## src/rtl/axi_interface.sv

```systemverilog
`default_nettype none
// ============================================================================
// Module   : axi_interface
// Purpose  : Instruction-fetch bridge. Launches one single-beat 64-bit AXI4
//            read (AR + R channels) for the current pc. It then returns the
//            selected 32-bit half of RDATA on instr, with a one-cycle
//            instr_valid pulse. Only one transaction is ever outstanding.
// Ports    : clk, rstn (synchronous, active-high despite the name)
//            pc -> instr / instr_valid          fetch-stage side
//            AR* outputs, ARREADY input          read-address channel
//            RID/RDATA/RRESP/RLAST/RVALID, RREADY read-data channel
// Options  : AXI_RESP_CHECK_EN - when defined, a non-OKAY RRESP delivers
//            NOP_INSTR instead of the data word.
// Revision : 1.0  initial release
// ============================================================================
module axi_interface #(
    parameter logic [3:0]  AXI_ID    = 4'h0,
    parameter logic [2:0]  AR_PROT   = 3'b100,
    parameter logic [31:0] NOP_INSTR = 32'h00000013
) (
    input  logic        clk,
    input  logic        rstn,
    input  logic [63:0] pc,
    output logic [31:0] instr,
    output logic        instr_valid,
    output logic [3:0]  ARID,
    output logic [63:0] ARADDR,
    output logic [7:0]  ARLEN,
    output logic [2:0]  ARSIZE,
    output logic [1:0]  ARBURST,
    output logic        ARLOCK,
    output logic [3:0]  ARCACHE,
    output logic [2:0]  ARPORT,
    output logic [3:0]  ARQOS,
    output logic [3:0]  ARREGION,
    output logic        ARVALID,
    input  logic        ARREADY,
    input  logic [3:0]  RID,
    input  logic [63:0] RDATA,
    input  logic [1:0]  RRESP,
    input  logic        RLAST,
    input  logic        RVALID,
    output logic        RREADY
);

    typedef enum logic [1:0] {
        S_IDLE = 2'd0,
        S_ADDR = 2'd1,
        S_DATA = 2'd2,
        S_DONE = 2'd3
    } state_t;

    state_t      r_state;
    state_t      w_state_nxt;
    logic        r_sel;
    logic        w_sel_nxt;
    logic        r_arvalid;
    logic        w_arvalid_nxt;
    logic [63:0] r_araddr;
    logic [63:0] w_araddr_nxt;
    logic [31:0] r_instr;
    logic [31:0] w_instr_nxt;
    logic        r_instr_valid;
    logic        w_instr_valid_nxt;
    logic [31:0] w_word;

    // Half of the 64-bit beat chosen by pc[2] captured at launch.
    assign w_word = r_sel ? RDATA[63:32] : RDATA[31:0];

    always_ff @(posedge clk) begin
        if (rstn) begin
            r_state       <= S_IDLE;
            r_sel         <= 1'b0;
            r_arvalid     <= 1'b0;
            r_araddr      <= 64'd0;
            r_instr       <= 32'd0;
            r_instr_valid <= 1'b0;
        end else begin
            r_state       <= w_state_nxt;
            r_sel         <= w_sel_nxt;
            r_arvalid     <= w_arvalid_nxt;
            r_araddr      <= w_araddr_nxt;
            r_instr       <= w_instr_nxt;
            r_instr_valid <= w_instr_valid_nxt;
        end
    end

    always_comb begin
        w_state_nxt       = r_state;
        w_sel_nxt         = r_sel;
        w_arvalid_nxt     = r_arvalid;
        w_araddr_nxt      = r_araddr;
        w_instr_nxt       = r_instr;
        w_instr_valid_nxt = 1'b0;
        case (r_state)
            S_IDLE: begin
                // pc is only sampled here; later changes cannot disturb
                // the request in flight.
                w_araddr_nxt  = {pc[63:3], 3'b000};
                w_sel_nxt     = pc[2];
                w_arvalid_nxt = 1'b1;
                w_state_nxt   = S_ADDR;
            end
            S_ADDR: begin
                if (ARREADY) begin
                    w_arvalid_nxt = 1'b0;
                    w_state_nxt   = S_DATA;
                end
            end
            S_DATA: begin
                if (RVALID) begin
`ifdef AXI_RESP_CHECK_EN
                    w_instr_nxt = (RRESP != 2'b00) ? NOP_INSTR : w_word;
`else
                    w_instr_nxt = w_word;
`endif
                    w_instr_valid_nxt = 1'b1;
                    w_state_nxt       = S_DONE;
                end
            end
            S_DONE: begin
                w_state_nxt = S_IDLE;
            end
            default: begin
                w_state_nxt = S_IDLE;
            end
        endcase
    end

    assign instr       = r_instr;
    assign instr_valid = r_instr_valid;
    assign ARVALID     = r_arvalid;
    assign ARADDR      = r_araddr;
    assign RREADY      = (r_state == S_DATA);

    assign ARID     = AXI_ID;
    assign ARLEN    = 8'd0;
    assign ARSIZE   = 3'b011;
    assign ARBURST  = 2'b01;
    assign ARLOCK   = 1'b0;
    assign ARCACHE  = 4'd0;
    assign ARPORT   = AR_PROT;
    assign ARQOS    = 4'd0;
    assign ARREGION = 4'd0;

    // Inputs that a single-beat, in-order fetch has no use for.
`ifdef AXI_RESP_CHECK_EN
    logic w_unused;
    assign w_unused = &{1'b0, RID, RLAST, pc[1:0]};
`else
    logic w_unused;
    assign w_unused = &{1'b0, RID, RLAST, pc[1:0], RRESP, NOP_INSTR};
`endif

endmodule
`default_nettype wire

```

## config.mk

```make
export PLATFORM = sky130hd
export DESIGN_NAME = axi_interface
export DESIGN_NICKNAME = d
export VERILOG_FILES = /design/src/rtl/axi_interface.sv
export SDC_FILE = /design/constraint.sdc
export NUM_CORES = 1
export LEC_CHECK = 0
export CAP_MARGIN = 10
export CORE_ASPECT_RATIO = 1.75
export CORE_MARGIN = 5
export CORE_UTILIZATION = 39
export DETAILED_ROUTE_END_ITERATION = 16
export GPL_TIMING_DRIVEN = 0
export HOLD_SLACK_MARGIN = 0.12
export PLACE_DENSITY = 0.85
export SKIP_LAST_GASP = 1
export SYNTH_ARGS = -nofsm -noshare
export SYNTH_HDL_FRONTEND = slang
export SYNTH_SLANG_ARGS = --single-unit
```

## constraint.sdc

```tcl
create_clock -name clk -period 2.77 [get_ports clk]
set_input_delay 0.554 -clock clk [delete_from_list [all_inputs] [get_ports clk]]
set_output_delay 0.554 -clock clk [all_outputs]
set_load 0.05 [all_outputs]
```

After elaboration in Yosys (flattened, before gate mapping)
Index checks and enable logic that the tools add are counted.
- reductions and logical operators: 6
- mux-type cells: 7
- bitwise gates (word level): 1
- eq/ne operators: 5
- operators by type and width (cell ; number):
    32-bit 2-to-1 mux ; 1
    2-bit case mux with 4 select lines ; 1
    2-bit AND reduction ; 3
    2-bit equality test, second input constant ; 2
    2-bit 2-to-1 mux ; 2
    2-bit inequality test, second input constant ; 2
    2-bit by 1-bit equality test with 1-bit output, second input constant ; 1
    2-bit zero test ; 1
    1-bit 2-to-1 mux ; 2
    1-bit case mux with 2 select lines ; 1
    2-bit nonzero test ; 1
    2-bit OR reduction ; 1
    1-bit inverter ; 1
- logic and storage cells: 25
- bits in registers: 98

Logic depth before layout (Yosys ltp)
- depth after elaboration: 3
- gate-level depth with buffers: 7
- gate-level depth less buffers: 5

Least setup slack after synthesis
No wires, ideal clock.
- path kind: flip-flop to flip-flop
- from: reg r_state[0]
- to: reg r_state[0]
- stages on the path, launching flop included: 6
- path slack: 1.297 ns
- clock period less this slack: 1.473 ns
- data required time: 2.683 ns
- path buffers: 0
- arrival: 1.386 ns
- library setup time: 0.087 ns
- cell sequence: dfxtp_1 > inv_1 > ha_1 > nor2_1 > or4_1 > o31ai_1
- longest elaborated chain between the ends: 3
- elaborated cells on any way between the ends: 8
- classes of those cells: eq/ne (5); mux (1); reduce/logical (2)
- ends and longest elaborated chain (element ; RTL line ; text):
    start: declaration ; 53 ; state_t r_state;
    start signal: assignment ; 79 ; r_state <= w_state_nxt;
    2-bit equality test * ; -- ;
    via RREADY ; 43 ; output logic RREADY
    2-bit inequality test (no source line) ; -- ;
    2-bit AND reduction (no source line) ; -- ;
The timed path passes the listed nets; every way through them passes the cells marked *.
A chain may end at the register's enable or synchronous reset.

Worst setup path in the final report
- from: reg r_state[0]
- to: out RREADY
- longest elaborated chain between the ends: 1
- ends and longest elaborated chain (element ; RTL line ; text):
    2-bit equality test ; 134 ; assign RREADY = (r_state == S_DATA);
    end: declaration ; 43 ;
Every way passes these cells.

==> metrics.csv <==
metric;value;unit
globalplace.congestion;0.755;
drt-initial-drc-count;119;
synth_ff_type;dfxtp_1;
numCtsBuffers;9;
dpl_cell_area;6650;um^2
grt_pass1_vias;3853;
final.period_utilization;84.1;%
cp.arrival;1.78;ns
ys_seq_area_share;47.6;%
hold_class;reg -> reg;
ctsHoldBuffers;0;
grt_max_degree;16;
clock-sinks;98;
fmax;429;MHz
start_util;40.0;%
dieArea;12800;um^2
area_growth;69.1;%
drtPass1Iterations;4;
nFillCells;849;
final_antenna_net_count;0;
layout-drive-gt1-share;11.3;%
clock_path_buffers;2;
path_max_fanout;4;
netlist_area;4120;um^2
synth_cells;405;
clock_latency;0.33;ns
yosys.cell_types.count;20;
antenna_found_initial;0;
p_per_area;966;nW/um^2
multi_input_area;1810;um^2
synth_edf_count;0;
fin_cells;806;
hold_viol_final;0;
fin_area;6960;um^2
grt_usage;19.2;%
cp-start-kind;flop;
num_rows;49;
clock_skew;0.00865;ns
p_leak;2.99;nW
core_area;10300;um^2
cp-end-kind;primary output;
seq_area;1960;um^2
root_buffer;clkbuf_16;
cts_resized;0;
vias;3680;
synth.avg_cell_area;10.2;um^2
critPathKind;reg -> out;
worst_slew_pin_slew;0.551;ns
synthArstFlopShare;0;%
final-setup-viol-count;0;
drt-wirelength-per-cell;15.5;um
ioPinCount;271;
whs_path_depth;2;
io_buffers;224;
cts.htree.levels;3;
slew_headroom;63.2;%
status;complete, no violations;
ys_warn_count;0;
vias_per_cell;4.57;
routed_wl;12.5;mm
die_h;146;um
worst-r2r-cell-count;6;
hpwl;10.4;mm
n_antenna_cell;0;
gr-total-overflow;0;
rsz0062_at_grt;no;
clk_pin_slew;0.06;ns
grt_pass1_wl;19.2;mm
period_needed;2.33;ns
finish.utilization;67.6;%
synth-seq-cells;98;
place_inst;790;
drv_slew;0;
pre_cts_ws;0.768;ns
critPathRequiredTime;2.22;ns
layout.nets;817;
remaining_drc_errors;0;
maxCapViolations;0;
post_cts_buffers;0;
finalSetupTns;0;ns
die_x;87.7;um
power.total;6.72;mW
hold_ws;0.484;ns
cts_tree;built;
fin_ws;0.441;ns
vdd_ir_drop_max;0.577;mV
-- logic make-up after synthesis --
kind of cell,count (synthesis),synth area share (%)
mux,94,22.9
compound gates,35,6.32
flops,98,47.6
other cells,2,0.182
buf+inv,67,11.6
simple gates,105,10.2
fa+ha+maj,4,1.22
-- cells in the final DEF, fill, tap and decap left out, drive strengths merged --
master           n
and2b            1
a21oi            1
nand2            1
clkinvlp         1
a211oi          32
mux2i           94
o31ai            2
clkbuf          17
clkdlybuf4s50  224
clkinv           1
or4              1
ha               4
inv              2
buf             61
conb            36
bufinv           1
nor2b            3
nor2            97
dfxtp           98
or4b             1
and2             1
-- final cells by class --
cell class | count | share of cell area, %
well taps | 127 | 2.28
flip-flops and latches | 98 | 28.2
plain buffers | 65 | 6.74
clock inverters | 3 | 0.665
clock buffers | 13 | 3.88
repair buffers | 224 | 32.2
inverters | 2 | 0.108
multi-input cells | 274 | 25.9
-- synth_stat cells (all sizes together), types with 2 or more instances --
cell	instances	share of area, %
a211oi	32	5.8
buf	61	11
clkbuf	4	0.36
conb	2	0.18
dfxtp	98	48
ha	4	1.2
inv	2	0.18
mux2i	94	23
nor2	97	8.8
nor2b	3	0.46
o31ai	2	0.36
-- state kept, by name (all words and copies together), names as in the netlist --
| register | flops |
|---|---|
| instr_valid | 1 |
| instr | 32 |
| ARADDR | 61 |
| r_state | 2 |
| ARVALID | 1 |
| r_sel | 1 |
-- power breakdown --
| part | total, mW | internal, mW | switching, mW |
|---|---|---|---|
| Combinational | 3.51 | 1.36 | 2.15 |
| Clock | 1.28 | 0.776 | 0.500 |
| Sequential | 1.94 | 1.76 | 0.175 |
-- layer usage --
layer | wire (um) | GRT usage, % | vias up
met5 | 0 | 0 | -
met4 | 416 | 8.60 | 0
met3 | 1050 | 5.10 | 31
met2 | 6910 | 36.2 | 166
met1 | 4120 | 18.5 | 1652
li1 | - | - | 1831
-- critical path, cell delays in order, from the launching register on --
cell	delay, ns
dfxtp_1	0.31
inv_1	0.13
ha_1	0.18
clkdlybuf4s50_1	0.83
-- worst paths after layout --
path	startpoint	end	slack [ns]
max	r_state[0]$_SDFFE_PP0P_	RREADY	0.44
min	ARVALID$_SDFFE_PP0P_	ARVALID$_SDFFE_PP0P_	0.48
max reg2reg	r_state[0]$_SDFFE_PP0P_	r_state[0]$_SDFFE_PP0P_	1.21
min reg2reg	ARVALID$_SDFFE_PP0P_	ARVALID$_SDFFE_PP0P_	0.48
Note: power is estimated with default switching activity, not from simulation.
